==> config.mk <==
export PLATFORM = sky130hd
export DESIGN_NAME = rom_loader
export DESIGN_NICKNAME = d
export VERILOG_FILES = /design/src/rtl/rom_loader_pkg.sv /design/src/rtl/rom_loader_byte_packer.sv /design/src/rtl/rom_loader.sv
export SDC_FILE = /design/constraint.sdc
export NUM_CORES = 1
export LEC_CHECK = 0
export ABC_CLOCK_PERIOD_IN_PS = 5430
export BUFFER_PORTS_ARGS = -buffer_cell sky130_fd_sc_hd__buf_2
export CAP_MARGIN = 15
export CORE_ASPECT_RATIO = 0.9
export CORE_MARGIN = 4
export CORE_UTILIZATION = 40
export CTS_CLUSTER_DIAMETER = 60
export DETAILED_ROUTE_END_ITERATION = 6
export MAX_ROUTING_LAYER = met4
export PLACE_DENSITY_LB_ADDON = 0.1
export SKIP_CTS_REPAIR_TIMING = 1
export SYNTH_ARGS = -nofsm -noshare
export SYNTH_HDL_FRONTEND = slang
export SYNTH_SLANG_ARGS = --single-unit
==> constraint.sdc <==
create_clock -name clk -period 5.43 [get_ports clk]
set_input_delay 1.3575 -clock clk [delete_from_list [all_inputs] [get_ports clk]]
set_output_delay 1.3575 -clock clk [all_outputs]
set_load 0.02 [all_outputs]
==> src/rtl/rom_loader_pkg.sv <==
// Shared definitions for the boot-time ROM loader.
//   state_t    : loader FSM states
//   WORD_BYTES : bytes packed into one memory word
//   ADDR_W     : width of ROM and memory byte addresses
package rom_loader_pkg;

  typedef enum logic [1:0] {
    IDLE  = 2'd0,
    FETCH = 2'd1,
    WRITE = 2'd2,
    DONE  = 2'd3
  } state_t;

  localparam int unsigned WORD_BYTES = 4;
  localparam int unsigned ADDR_W     = 32;

endpackage

==> src/rtl/rom_loader_byte_packer.sv <==
// Little-endian byte packer: writes one byte into a selected lane of a
// 32-bit buffer. A clear zeroes the whole buffer and wins over a write, so
// lanes that are never written in a partial word stay zero.
// Ports:
//   clk, rst_n : clock, async active-low reset
//   clr_i      : zero the buffer
//   we_i       : write byte_i into lane lane_i
//   lane_i     : lane select (0 = bits 7:0)
//   byte_i     : byte to store
//   word_o     : packed buffer contents
module byte_packer (
  input  logic        clk,
  input  logic        rst_n,
  input  logic        clr_i,
  input  logic        we_i,
  input  logic [1:0]  lane_i,
  input  logic [7:0]  byte_i,
  output logic [31:0] word_o
);

  logic [31:0] buf_q, buf_d;

  always_comb begin
    buf_d = buf_q;
    if (clr_i) begin
      buf_d = '0;
    end else if (we_i) begin
      buf_d[8*lane_i +: 8] = byte_i;
    end
  end

  always_ff @(posedge clk or negedge rst_n) begin
    if (!rst_n) buf_q <= '0;
    else        buf_q <= buf_d;
  end

  assign word_o = buf_q;

endmodule

==> src/rtl/rom_loader.sv <==
// Boot-time sequencer: walks a combinational ROM one byte per cycle, packs
// bytes little-endian into 32-bit words and writes each word to instruction
// memory. The CPU is held in reset until the whole image is written.
// Handshake: a write is offered while mem_we=1; mem_addr/mem_wdata stay
// stable until the cycle where mem_we and mem_ready are both high, and the
// write is accepted on that clock edge.
// Ports:
//   clk, rst_n        : clock, async active-low reset
//   start             : level, begins a load from IDLE or DONE
//   rom_address       : byte address to ROM
//   rom_byte          : ROM data (combinational from rom_address)
//   rom_done          : rom_address is the last image byte
//   mem_addr          : word-aligned byte address of the write
//   mem_wdata         : packed word
//   mem_we, mem_ready : write valid / accept
//   busy              : FETCH or WRITE
//   load_done         : in DONE
//   cpu_rst_n         : CPU reset release (equals load_done)
//   word_count        : words accepted since last start
//   overrun           : sticky, MAX_BYTES reached without rom_done
module rom_loader
  import rom_loader_pkg::*;
#(
  parameter logic [ADDR_W-1:0] MEM_BASE  = 32'h0,
  parameter int unsigned       MAX_BYTES = 4096
) (
  input  logic              clk,
  input  logic              rst_n,
  input  logic              start,
  output logic [ADDR_W-1:0] rom_address,
  input  logic [7:0]        rom_byte,
  input  logic              rom_done,
  output logic [ADDR_W-1:0] mem_addr,
  output logic [31:0]       mem_wdata,
  output logic              mem_we,
  input  logic              mem_ready,
  output logic              busy,
  output logic              load_done,
  output logic              cpu_rst_n,
  output logic [15:0]       word_count,
  output logic              overrun
);

  state_t            state_q, state_d;
  logic [ADDR_W-1:0] rom_addr_q, rom_addr_d;
  logic [ADDR_W-1:0] mem_addr_q, mem_addr_d;
  logic [1:0]        byte_idx_q, byte_idx_d;
  logic [15:0]       word_count_q, word_count_d;
  logic              overrun_q, overrun_d;
  logic              last_q, last_d;
  logic              pack_clr, pack_we;
  logic              guard_hit;

  // The last byte the overrun guard allows; reaching it ends the image.
  assign guard_hit = (rom_addr_q == ADDR_W'(MAX_BYTES - 1));

  byte_packer u_packer (
    .clk    (clk),
    .rst_n  (rst_n),
    .clr_i  (pack_clr),
    .we_i   (pack_we),
    .lane_i (byte_idx_q),
    .byte_i (rom_byte),
    .word_o (mem_wdata)
  );

  always_comb begin
    state_d      = state_q;
    rom_addr_d   = rom_addr_q;
    mem_addr_d   = mem_addr_q;
    byte_idx_d   = byte_idx_q;
    word_count_d = word_count_q;
    overrun_d    = overrun_q;
    last_d       = last_q;
    pack_clr     = 1'b0;
    pack_we      = 1'b0;
    case (state_q)
      IDLE, DONE: begin
        if (start) begin
          state_d      = FETCH;
          rom_addr_d   = '0;
          mem_addr_d   = MEM_BASE;
          byte_idx_d   = 2'd0;
          word_count_d = 16'd0;
          overrun_d    = 1'b0;
          last_d       = 1'b0;
          pack_clr     = 1'b1;
        end
      end
      FETCH: begin
        // ROM data is sampled on the same edge the address advances.
        pack_we    = 1'b1;
        rom_addr_d = rom_addr_q + ADDR_W'(1);
        byte_idx_d = byte_idx_q + 2'd1;
        last_d     = rom_done | guard_hit;
        if (guard_hit && !rom_done) overrun_d = 1'b1;
        if (byte_idx_q == 2'd3 || rom_done || guard_hit) state_d = WRITE;
      end
      WRITE: begin
        if (mem_ready) begin
          word_count_d = word_count_q + 16'd1;
          mem_addr_d   = mem_addr_q + ADDR_W'(WORD_BYTES);
          byte_idx_d   = 2'd0;
          pack_clr     = 1'b1;
          state_d      = last_q ? DONE : FETCH;
        end
      end
      default: state_d = IDLE;
    endcase
  end

  always_ff @(posedge clk or negedge rst_n) begin
    if (!rst_n) begin
      state_q      <= IDLE;
      rom_addr_q   <= '0;
      mem_addr_q   <= MEM_BASE;
      byte_idx_q   <= 2'd0;
      word_count_q <= 16'd0;
      overrun_q    <= 1'b0;
      last_q       <= 1'b0;
    end else begin
      state_q      <= state_d;
      rom_addr_q   <= rom_addr_d;
      mem_addr_q   <= mem_addr_d;
      byte_idx_q   <= byte_idx_d;
      word_count_q <= word_count_d;
      overrun_q    <= overrun_d;
      last_q       <= last_d;
    end
  end

  // Status outputs decode the state register directly, so an async reset
  // drops them without waiting for a clock.
  assign rom_address = rom_addr_q;
  assign mem_addr    = mem_addr_q;
  assign mem_we      = (state_q == WRITE);
  assign busy        = (state_q == FETCH) || (state_q == WRITE);
  assign load_done   = (state_q == DONE);
  assign cpu_rst_n   = load_done;
  assign word_count  = word_count_q;
  assign overrun     = overrun_q;

endmodule

==> results of run 1 <==
report_power, final:
group | total [mW] | switching, mW | internal, mW
combinational | 0.677 | 0.479 | 0.198
sequential | 0.996 | 0.0659 | 0.931
clock | 1.21 | 0.379 | 0.833
metal layers:
| layer | GRT usage | up-vias |
|---|---|---|
| li1 | - | 2140 |
| met1 | 0.258 | 2203 |
| met2 | 0.258 | 123 |
| met3 | 0.0495 | 14 |
| met4 | 0.0643 | 0 |
| met5 | - | - |
worst max-delay path by stage:
stage / start / endpoint / slack (ps)
finish: state_q[0] / busy / 2470
global route: state_q[0] / busy / 2360
CTS: state_q[0] / busy / 2440
detailed placement: mem_ready / mem_addr[16] / 2150
global placement: mem_ready / mem_addr[18] / 2180
floorplan: mem_ready / mem_addr[31] / 2700
final cells by class:
| class | instances | area, sq um |
|---|---|---|
| clock buffer | 21 | 460 |
| clock inverter | 11 | 180 |
| inverter | 10 | 37.5 |
| tap | 168 | 210 |
| sequential | 116 | 2900 |
| fill | 1253 | 6490 |
| timing repair buffer | 134 | 688 |
| antenna | 1 | 2.50 |
| multi-input combinational | 382 | 2540 |
worst reg2reg max path, cell delays in order (launching register included):
cell and delay, ps:
dfrtp_1 380, inv_1 70, ha_1 440, nor2b_1 260, nor4b_2 1000, nand4_1 210, xor2_1 190, nor2_1 50
cell usage after synthesis (7+ instances only):
cell      count  area [sq um]
nand4_1      30           188
dfrtp_1     116          2900
nand2_1      34           128
o21ai_0      11          55.1
nor2_1       79           297
ha_1         13           163
nand3_1      30           150
a22o_1       37           324
inv_1        10          37.5
xor2_1       54           473
and3_1       10          62.6
and4_1        7          61.3
a21oi_1      10          50.1
xnor2_1      13           114
nor4_1        8          50.1
buf_2         7          35.0
clkbuf_1     10          37.5
cells by family (layout without fill, tap and decap cells):
family	count (synthesis)	after routing	synth area share
compound gates	62	62	0.0835
xor+xnor	67	67	0.105
fa+ha+maj	13	13	0.0292
buf+inv	33	176	0.0260
flops	116	116	0.521
mux	7	7	0.0135
other cells	1	3	0.000672
simple gates	231	231	0.221
sequential cells by signal (all words and copies together), names as in the netlist:
register / count
byte_idx_q: 2
last_q: 1
mem_addr: 30
overrun: 1
rom_address: 32
state_q: 2
u_packer.word_o: 32
word_count: 16
metrics by stage:
stage / power (mW) / worst slack (ps) / instances
detailed placement: 1.70 / 2150 / 809
global placement: 1.68 / 2180 / 809
floorplan: 1.47 / 2700 / 531
CTS: 2.93 / 2440 / 841
finish: 2.88 / 2470 / 843
global route: 3.04 / 2360 / 842
placed cells by master (no fill, tap or decap), drive strengths merged, types with 7 or more instances in the layout:
master	n
buf	133
dfrtp	116
nor2	79
xor2	54
a22o	37
nand2	34
nand4	30
nand3	30
clkbuf	22
xnor2	13
ha	13
o21ai	12
nor4	12
inv	10
a21oi	10
and3	10
and4	7
==> impl_results.md, run 1 <==
* Reg clk slew, reported paths at 50 ps
* Met2 WL post-DR at 6090 um
* Total routed wirelength at roughly 14,000 um
* Worst Path Max Fanout at 8
* Die width at 132 um
* Die height at roughly 120 um
* Unrepaired setup endpoints after global routing: false
* Tcrit/Tclk final at 0.544
* Placed Area at between 0.006 and 0.007 sq mm
* Iteration-0 DRC Markers at 260
* Flop2flop setup slack at 2700 ps
* DR pass1 iterations at 4
* Critical path's slowest cell: ha_1
* Classification of the worst setup path: flop to primary output
* DR vias at 4,480
* I/O Pins at 130
* Setup total negative slack at 0 ps
* Flop and latch count out of synthesis at 116
* TritonCTS clock tree: built
* Fin crit period at slightly below 3000 ps
* FFs w/ async S/R, synth at 1.00
* Worst-case vdd ir drop at between 0.0002 and 0.00025 V
* # DRC at 0
* Syn Inst Count at 530
* Worst Max-Slew Pin Slew at 1140 ps
* Worst hold start: u_packer.word_o[15]
* Hold Crit Class: flop to flop
* Max_slew headroom at 0.241
* Core box area at 0.0135 sq mm
* Seq/Total Area, Yosys at 0.521
* Worst-Skew Late Latency at around 400 ps
* First-pass GRT wire length at ~23,000 um
* Main synth FF type: dfrtp_1
* Critical-path cell list: inv_1, ha_1, inv_1, buf_2
* Initial antenna violation count at 0
* Required time of the critical path at 4070 ps
* Worst r2r path cells at 7
* Met3 routed WL at 708 um
* Grt ovf at 0
* Die Area at 0.0159 sq mm
* Buffers and inverters on the worst path at 3
* Initial core utilization at 0.413
* Number of library cell types mapped by synthesis at 44
* IO buf count at around 130
* CTS Buf Count at 17
* CP arrival at about 1600 ps
* Final core utilization at 0.520
* DPL Wire Length at roughly 9500 um
* Clk sinks at 116
* Worst path top cell family by delay: adder cells
* Achievable frequency at 338 MHz
* Mapped Area at 0.00558 sq mm
* Vias per cell at 5.31
* Area Growth Syn to Fin at 25.9%
* Most used cell, CP: inv_1
* Antenna viol nets, final at 0
* CP max stage delay at ~480 ps
* Final Hold Viols at 0
* Wire per inst at about 16 um
* FF-to-FF End: mem_addr[16]
* Syn Area/Cell at ~11 sq um
* Largest net degree at the start of global routing at between 40 and 50
* CP Depth at 4
* Hold WS at 500 ps
* Post-synth EDFFs at 0
* Final Cell Area at between 0.007 and 0.008 sq mm
* Critical path endpoint category: primary output
* Status: finished clean
* Clk_skew at approximately 4.8 ps
* Share of layout cells above drive strength 1 at 0.266
* CP Launch Type: flop
* Static Leak at 3.61 nW
* Max cap viols at 0
* Pwr per Cell Area at 411 mW/mm^2
* Worst reg2reg startpoint: state_q[0]
* Std-Cell Rows at 40
* Finish-stage setup viols at 0
* Vias in the first global route at 4,304
* Yosys warning total at 0
* RD Place Congestion at around 0.82
* Nets@finish at 687
* Hold path cells at 1
* Clock Tree Buf Depth at 2
* Total Routing Usage GR at 0.184
* Hold Path Sink: u_packer.word_o[15]
* Root buffer selected by CTS: clkbuf_16
* H-tree Lvls at 4
* Wl on met1 at 6850 um
* Slew Viols, Final at 0
* Highest Signal Layer: met4
Power figures use the tool's default switching activity.
==> run 2: changes to the inputs <==
--- a/config.mk
+++ b/config.mk
@@ -5,7 +5,7 @@
 export SDC_FILE = /design/constraint.sdc
 export NUM_CORES = 1
 export LEC_CHECK = 0
-export ABC_CLOCK_PERIOD_IN_PS = 5430
+export ABC_CLOCK_PERIOD_IN_PS = 2400
 export BUFFER_PORTS_ARGS = -buffer_cell sky130_fd_sc_hd__buf_2
 export CAP_MARGIN = 15
 export CORE_ASPECT_RATIO = 0.9
==> constraint.sdc (replaced) <==
create_clock -name clk -period 2.4 [get_ports clk]
set_input_delay 0.6 -clock clk [delete_from_list [all_inputs] [get_ports clk]]
set_output_delay 0.6 -clock clk [all_outputs]
set_load 0.02 [all_outputs]
==> impl_results.md, run 2 (synthesis gave the netlist of run 1 again) <==
* Status: finished clean (unchanged)
* Clk_skew at 9.51 ps (was 4.80 ps)
* Internal power at 4.17 mW (was 1.96 mW)
* Hold Crit Class: primary input to async pin (was flop to flop)
* DR pass1 iterations at 4 (unchanged)
* Fin crit period at 2240 ps
* Core box area at 0.0135 sq mm (unchanged)
* Worst-case vdd ir drop at 0.000602 V (was 0.000234 V)
* CP Launch Type: flop (unchanged)
* Grt ovf at 0 (unchanged)
* Required time of the critical path at 2690 ps (was 4070 ps)
* CTS Buf Count at 17 (unchanged)
* Root buffer selected by CTS: clkbuf_16 (unchanged)
* Total routed wirelength at 14,000 um (was 13,800 um)
* Footprint of the multi-input gates at 0.00256 sq mm (was 0.00254 sq mm)
* Slew Viols, Final at 0 (unchanged)
* Most frequent cells in the layout: buf_2 (126), dfrtp_1 (116), nor2_1 (78) (unchanged)
* Share of layout cells above drive strength 1 at 0.289 (was 0.266)
* Finish-stage setup viols at 0 (unchanged)
* Worst-Skew Late Latency at 410 ps (about the same)
* Flop2flop setup slack at 160 ps (was 2700 ps)
* Unrepaired setup endpoints after global routing: false (unchanged)
* Die Area at 0.0159 sq mm (unchanged)
* # DRC at 0 (unchanged)
* Tcrit/Tclk final at 0.935
* Critical path's slowest cell: or4_1 (was ha_1)
* Clock Tree Buf Depth at 2 (unchanged)
* CP max stage delay at 550 ps (was 480 ps)
* Reg clk slew, reported paths at 50 ps (about the same)
* Final antenna diode count at 0 (was 1)
* Switching part of the total at 0.333 (was 0.320)
* Critical-path cell list: or4_1, nor4_2, nand4_1, a31oi_2, mux2_1 (was inv_1, ha_1, inv_1, buf_2)
* Std-Cell Rows at 40 (unchanged)
* RD Place Congestion at 0.840 (was 0.819)
* I/O Pins at 130 (unchanged)
* Classification of the worst setup path: flop to flop (was flop to primary output)
* Placed Area at 0.00655 sq mm (was 0.00637 sq mm)
* Achievable frequency at 446 MHz
* Sequential power share at 0.357 (was 0.346)
* Area Growth Syn to Fin at 27.6% (was 25.9%)
* Vias in the first global route at 4,341 (was 4,304)
* DR vias at 4,554 (was 4,480)
* Pwr per Cell Area at 880 mW/mm^2 (was 411 mW/mm^2)
* Switching power at 2.09 mW (was 0.923 mW)
* Logic pwr share at 0.268 (was 0.235)
* Max cap viols at 0 (unchanged)
* IO buf count at 127 (unchanged)
* Initial antenna violation count at 0 (unchanged)
* Worst Path Max Fanout at 5 (was 8)
* CP arrival at 2540 ps (was 1600 ps)
* H-tree Lvls at 4 (unchanged)
* TritonCTS clock tree: built (unchanged)
* Clk sinks at 116 (unchanged)
* Storage element area at 0.00290 sq mm (unchanged)
* Static Leak at 3.68 nW (was 3.61 nW)
* Die height at 120 um (unchanged)
* Worst Max-Slew Pin Slew at 727 ps (was 1140 ps)
* Critical path endpoint category: flop (was primary output)
* Total Routing Usage GR at 0.184 (about the same)
* Clock network fraction of total power at 0.375 (was 0.420)
* Max_slew headroom at 0.516 (was 0.241)
* # fillers at 1,212 (was 1,253)
* DPL Wire Length at 9530 um (was 9520 um)
* Vias per cell at 5.29 (was 5.31)
* Antenna viol nets, final at 0 (unchanged)
* First-pass GRT wire length at 22,900 um (was 22,800 um)
* Worst reg2reg startpoint: rom_address[28] (was state_q[0])
* FF-to-FF End: state_q[1] (was mem_addr[16])
* Nets@finish at 708 (was 687)
* Final Hold Viols at 0 (unchanged)
* Wire per inst at 16.2 um (was 16.4 um)
* Setup total negative slack at 0 ps (unchanged)
* Initial core utilization at 0.413 (unchanged)
* Worst r2r path cells at 5 (was 7)
* Die width at 132 um (unchanged)
* Final Cell Area at 0.00711 sq mm (was 0.00702 sq mm)
* Most common cell after layout, fill and taps aside: buf_2 (unchanged)
* Largest net degree at the start of global routing at 117 (was 46)
* Iteration-0 DRC Markers at 262 (was 260)
==> run 2: cell count changes in the layout (fill, tap and decap cells not counted), moves of 2 or more <==
| cell | change |
|---|---|
| buf_4 | +21 |
| bufinv_16 | -4 |
| clkbuf_1 | +2 |
| clkbuf_8 | +2 |
| clkinv_2 | -2 |
==> run 2: worst max path at each step <==
stage	start	end	slack, ps	depth (start not counted)
finish	rom_address[28]	state_q[1]	160	5
global route	state_q[0]	u_packer.word_o[27]	20	7
CTS	state_q[0]	u_packer.word_o[22]	50	7
detailed placement	state_q[0]	u_packer.word_o[22]	70	7
global placement	rom_address[28]	state_q[1]	120	5
floorplan	state_q[0]	mem_addr[31]	200	8
==> run 2: stage by stage <==
stage	utilization	total power [mW]	worst slack, ps	hold slack (ps)	instances
floorplan	-	3.33	197	304	531
global placement	0.485	3.89	120	476	831
detailed placement	0.485	3.95	73.0	484	831
CTS	0.525	6.33	49.0	304	861
global route	0.526	6.61	21.9	317	861
finish	0.526	6.26	156	270	861
==> run 2: metal layers <==
| metal | GRT usage | up-vias | share of wire |
|---|---|---|---|
| met5 | - | - | 0 |
| met4 | 0.0662 | 0 | 0.018 |
| met3 | 0.0570 | 24 | 0.065 |
| met2 | 0.261 | 156 | 0.44 |
| met1 | 0.251 | 2203 | 0.48 |
| li1 | - | 2171 | - |
==> run 2: worst max-delay path: cells and delay by family (launching register included) <==
family	cells	cell delay (ps)
AO/OA/AOI/OAI	1	290
flip-flops	1	440
multiplexers	1	350
AND/OR/NAND/NOR	3	1040
==> run 2: power groups by stage <==
stage | Clock [mW] | Combinational, mW | Sequential [mW]
2_1_floorplan | 0 | 0.945 | 2.39
3_3_place_gp | 0 | 1.64 | 2.26
3_5_place_dp | 0 | 1.68 | 2.26
4_1_cts | 2.41 | 1.69 | 2.24
5_1_grt | 2.49 | 1.87 | 2.26
6_report | 2.34 | 1.68 | 2.24
==> run 2: cell type report <==
type	count	area share
clock inverters	5	0.00703
multi-input cells	382	0.359
well taps	168	0.0295
repair buffers	155	0.121
clock buffers	25	0.0696
flip-flops and latches	116	0.408
inverters	10	0.00528
==> run 3: changes to the inputs <==
--- a/config.mk
+++ b/config.mk
@@ -10,7 +10,7 @@
 export CAP_MARGIN = 15
 export CORE_ASPECT_RATIO = 0.9
 export CORE_MARGIN = 4
-export CORE_UTILIZATION = 40
+export CORE_UTILIZATION = 45
 export CTS_CLUSTER_DIAMETER = 60
 export DETAILED_ROUTE_END_ITERATION = 6
 export MAX_ROUTING_LAYER = met4
==> impl_results.md, run 3 (synthesis gave the netlist of run 1 again) <==
* Status: finished clean (unchanged)
* RD Place Congestion at 0.853 (was 0.840)
* Hold WS at 146 ps (was 270 ps)
* Critical path's slowest cell: or4_1 (unchanged)
* Most frequent cells in the layout: buf_2 (126), dfrtp_1 (116), nor2_1 (78) (unchanged)
* Hold Crit Class: primary input to async pin (unchanged)
* Initial antenna violation count at 0 (unchanged)
* Static Leak at 3.73 nW (was 3.68 nW)
* Required time of the critical path at 2690 ps (about the same)
* Achievable frequency at 450 MHz (was 446 MHz)
* Critical-path cell list: or4_1, nor4_1, nand4_1, a31oi_2, mux2_1 (was or4_1, nor4_2, nand4_1, a31oi_2, mux2_1)
* Worst-case vdd ir drop at 0.000667 V (was 0.000602 V)
* Root buffer selected by CTS: clkbuf_16 (unchanged)
* Area Growth Syn to Fin at 29.7% (was 27.6%)
* Pre-CTS WS at 58.2 ps (was 73.0 ps)
* Clk_skew at 8.22 ps (was 9.51 ps)
* Vias per cell at 5.39 (was 5.29)
* TritonCTS clock tree: built (unchanged)
* FF-to-FF End: state_q[1] (unchanged)
* Final Hold Viols at 0 (unchanged)
* Total routed wirelength at 14,000 um (about the same)
* CP Launch Point: rom_address[20] (was rom_address[28])
* Buffers and inverters on the worst path at 0 (unchanged)
* Die height at 114 um (was 120 um)
* Share of layout cells above drive strength 1 at 0.291 (was 0.289)
* Die width at 125 um (was 132 um)
* Sequential power share at 0.332 (was 0.357)
* Classification of the worst setup path: flop to flop (unchanged)
* Placed Cells at 823 (was 831)
* DR pass1 iterations at 5 (was 4)
* Clock Tree Buf Depth at 2 (unchanged)
* Worst Max-Slew Pin Slew at 807 ps (was 727 ps)
* Worst r2r path cells at 5 (unchanged)
* CP Depth at 5 (unchanged)
* Worst Path Max Fanout at 6 (was 5)
* IO buf count at 127 (unchanged)
* Iteration-0 DRC Markers at 332 (was 262)
* Max cap viols at 0 (unchanged)
* Worst reg2reg startpoint: rom_address[20] (was rom_address[28])
* Finish-stage setup viols at 0 (unchanged)
* CTS Buf Count at 17 (unchanged)
* Wire per inst at 16.4 um (was 16.2 um)
* Nets@finish at 708 (unchanged)
* Vias in the first global route at 4,696 (was 4,341)
* Logic pwr share at 0.251 (was 0.268)
* I/O Pins at 130 (unchanged)
* First-pass GRT wire length at 23,500 um (was 22,900 um)
* Final antenna diode count at 0 (unchanged)
* CP endpoint: state_q[1] (unchanged)
* # fillers at 1,045 (was 1,212)
* Worst path top cell family by delay: simple AND/OR/NAND/NOR gates (unchanged)
* Pwr per Cell Area at 934 mW/mm^2 (was 880 mW/mm^2)
* Clock network fraction of total power at 0.417 (was 0.375)
* H-tree Lvls at 4 (unchanged)
* Final Non-Filler Cells at 855 (was 861)
* Unrepaired setup endpoints after global routing: false (unchanged)
* Setup total negative slack at 0 ps (unchanged)
* Core box area at 0.0121 sq mm (was 0.0135 sq mm)
* Fin crit period at 2220 ps (was 2240 ps)
* Internal power at 4.61 mW (was 4.17 mW)
* Antenna viol nets, final at 0 (unchanged)
* Final Cell Area at 0.00723 sq mm (was 0.00711 sq mm)
* CP arrival at 2520 ps (was 2540 ps)
* Critical path endpoint category: flop (unchanged)
* Max_slew headroom at 0.462 (was 0.516)
* Final WS setup at 176 ps (was 156 ps)
* Worst-Skew Late Latency at 420 ps (was 410 ps)
* DPL Wire Length at 9810 um (was 9530 um)
* Total Routing Usage GR at 0.211 (was 0.184)
* Design Power at 6.75 mW (was 6.26 mW)
* Std-Cell Rows at 38 (was 40)
* Tcrit/Tclk final at 0.927 (was 0.935)
* Switching part of the total at 0.317 (was 0.333)
* Placed Area at 0.00656 sq mm (was 0.00655 sq mm)
* Initial core utilization at 0.462 (was 0.413)
* Clk sinks at 116 (unchanged)
* Flop2flop setup slack at 180 ps (was 160 ps)
* CP max stage delay at 520 ps (was 550 ps)
* Largest net degree at the start of global routing at 50 (was 117)
* Switching power at 2.14 mW (was 2.09 mW)
* Slew Viols, Final at 0 (unchanged)
* CP Launch Type: flop (unchanged)
* Grt ovf at 0 (unchanged)
* Reg clk slew, reported paths at 50 ps (about the same)
* Die Area at 0.0142 sq mm (was 0.0159 sq mm)
* Most common cell after layout, fill and taps aside: buf_2 (unchanged)
* Final core utilization at 0.599 (was 0.526)
* DR vias at 4,609 (was 4,554)
* # DRC at 0 (unchanged)
## run 3: layout make-up
type / instances / area, sq um / area share
Tap cell: 160 / 200 / 0.0277
Clock buffer: 23 / 488 / 0.0675
Multi-Input combinational cell: 382 / 2560 / 0.354
Sequential cell: 116 / 2900 / 0.401
Inverter: 10 / 37.5 / 0.00519
Clock inverter: 9 / 173 / 0.0239
Timing Repair Buffer: 155 / 873 / 0.121
## run 3: worst register-to-register path: cells and delay by family, from the launching register on
family,cells,cell delay [ps]
simple gates,3,1010
compound gates,1,290
mux,1,350
flops,1,450
## run 3: routing by layer
metal  vias to the layer above  track usage  share of wire  wire length [um]
met5                         -            -              0                 0
met1                      2290        0.276           0.46              6490
met2                       125        0.316           0.47              6570
met3                        20       0.0566          0.048               670
li1                       2174            -              -                 -
met4                         0       0.0795          0.018               255
## run 3: power groups by stage
stage | Clock, mW | Sequential [mW] | Combinational (mW)
after floorplan | 0 | 2.39 | 0.945
after global placement | 0 | 2.26 | 1.63
after detailed placement | 0 | 2.27 | 1.68
after CTS | 2.87 | 2.24 | 1.67
after global routing | 2.97 | 2.26 | 1.86
final | 2.81 | 2.24 | 1.70
## run 3: worst min path at each step
stage / endpoint / slack, ps / from
floorplan: byte_idx_q[0] / 300 / rst_n
CTS: word_count[15] / 150 / rst_n
finish: word_count[15] / 150 / rst_n
global route: mem_addr[2] / 160 / rst_n
detailed placement: last_q / 490 / last_q
global placement: last_q / 480 / last_q
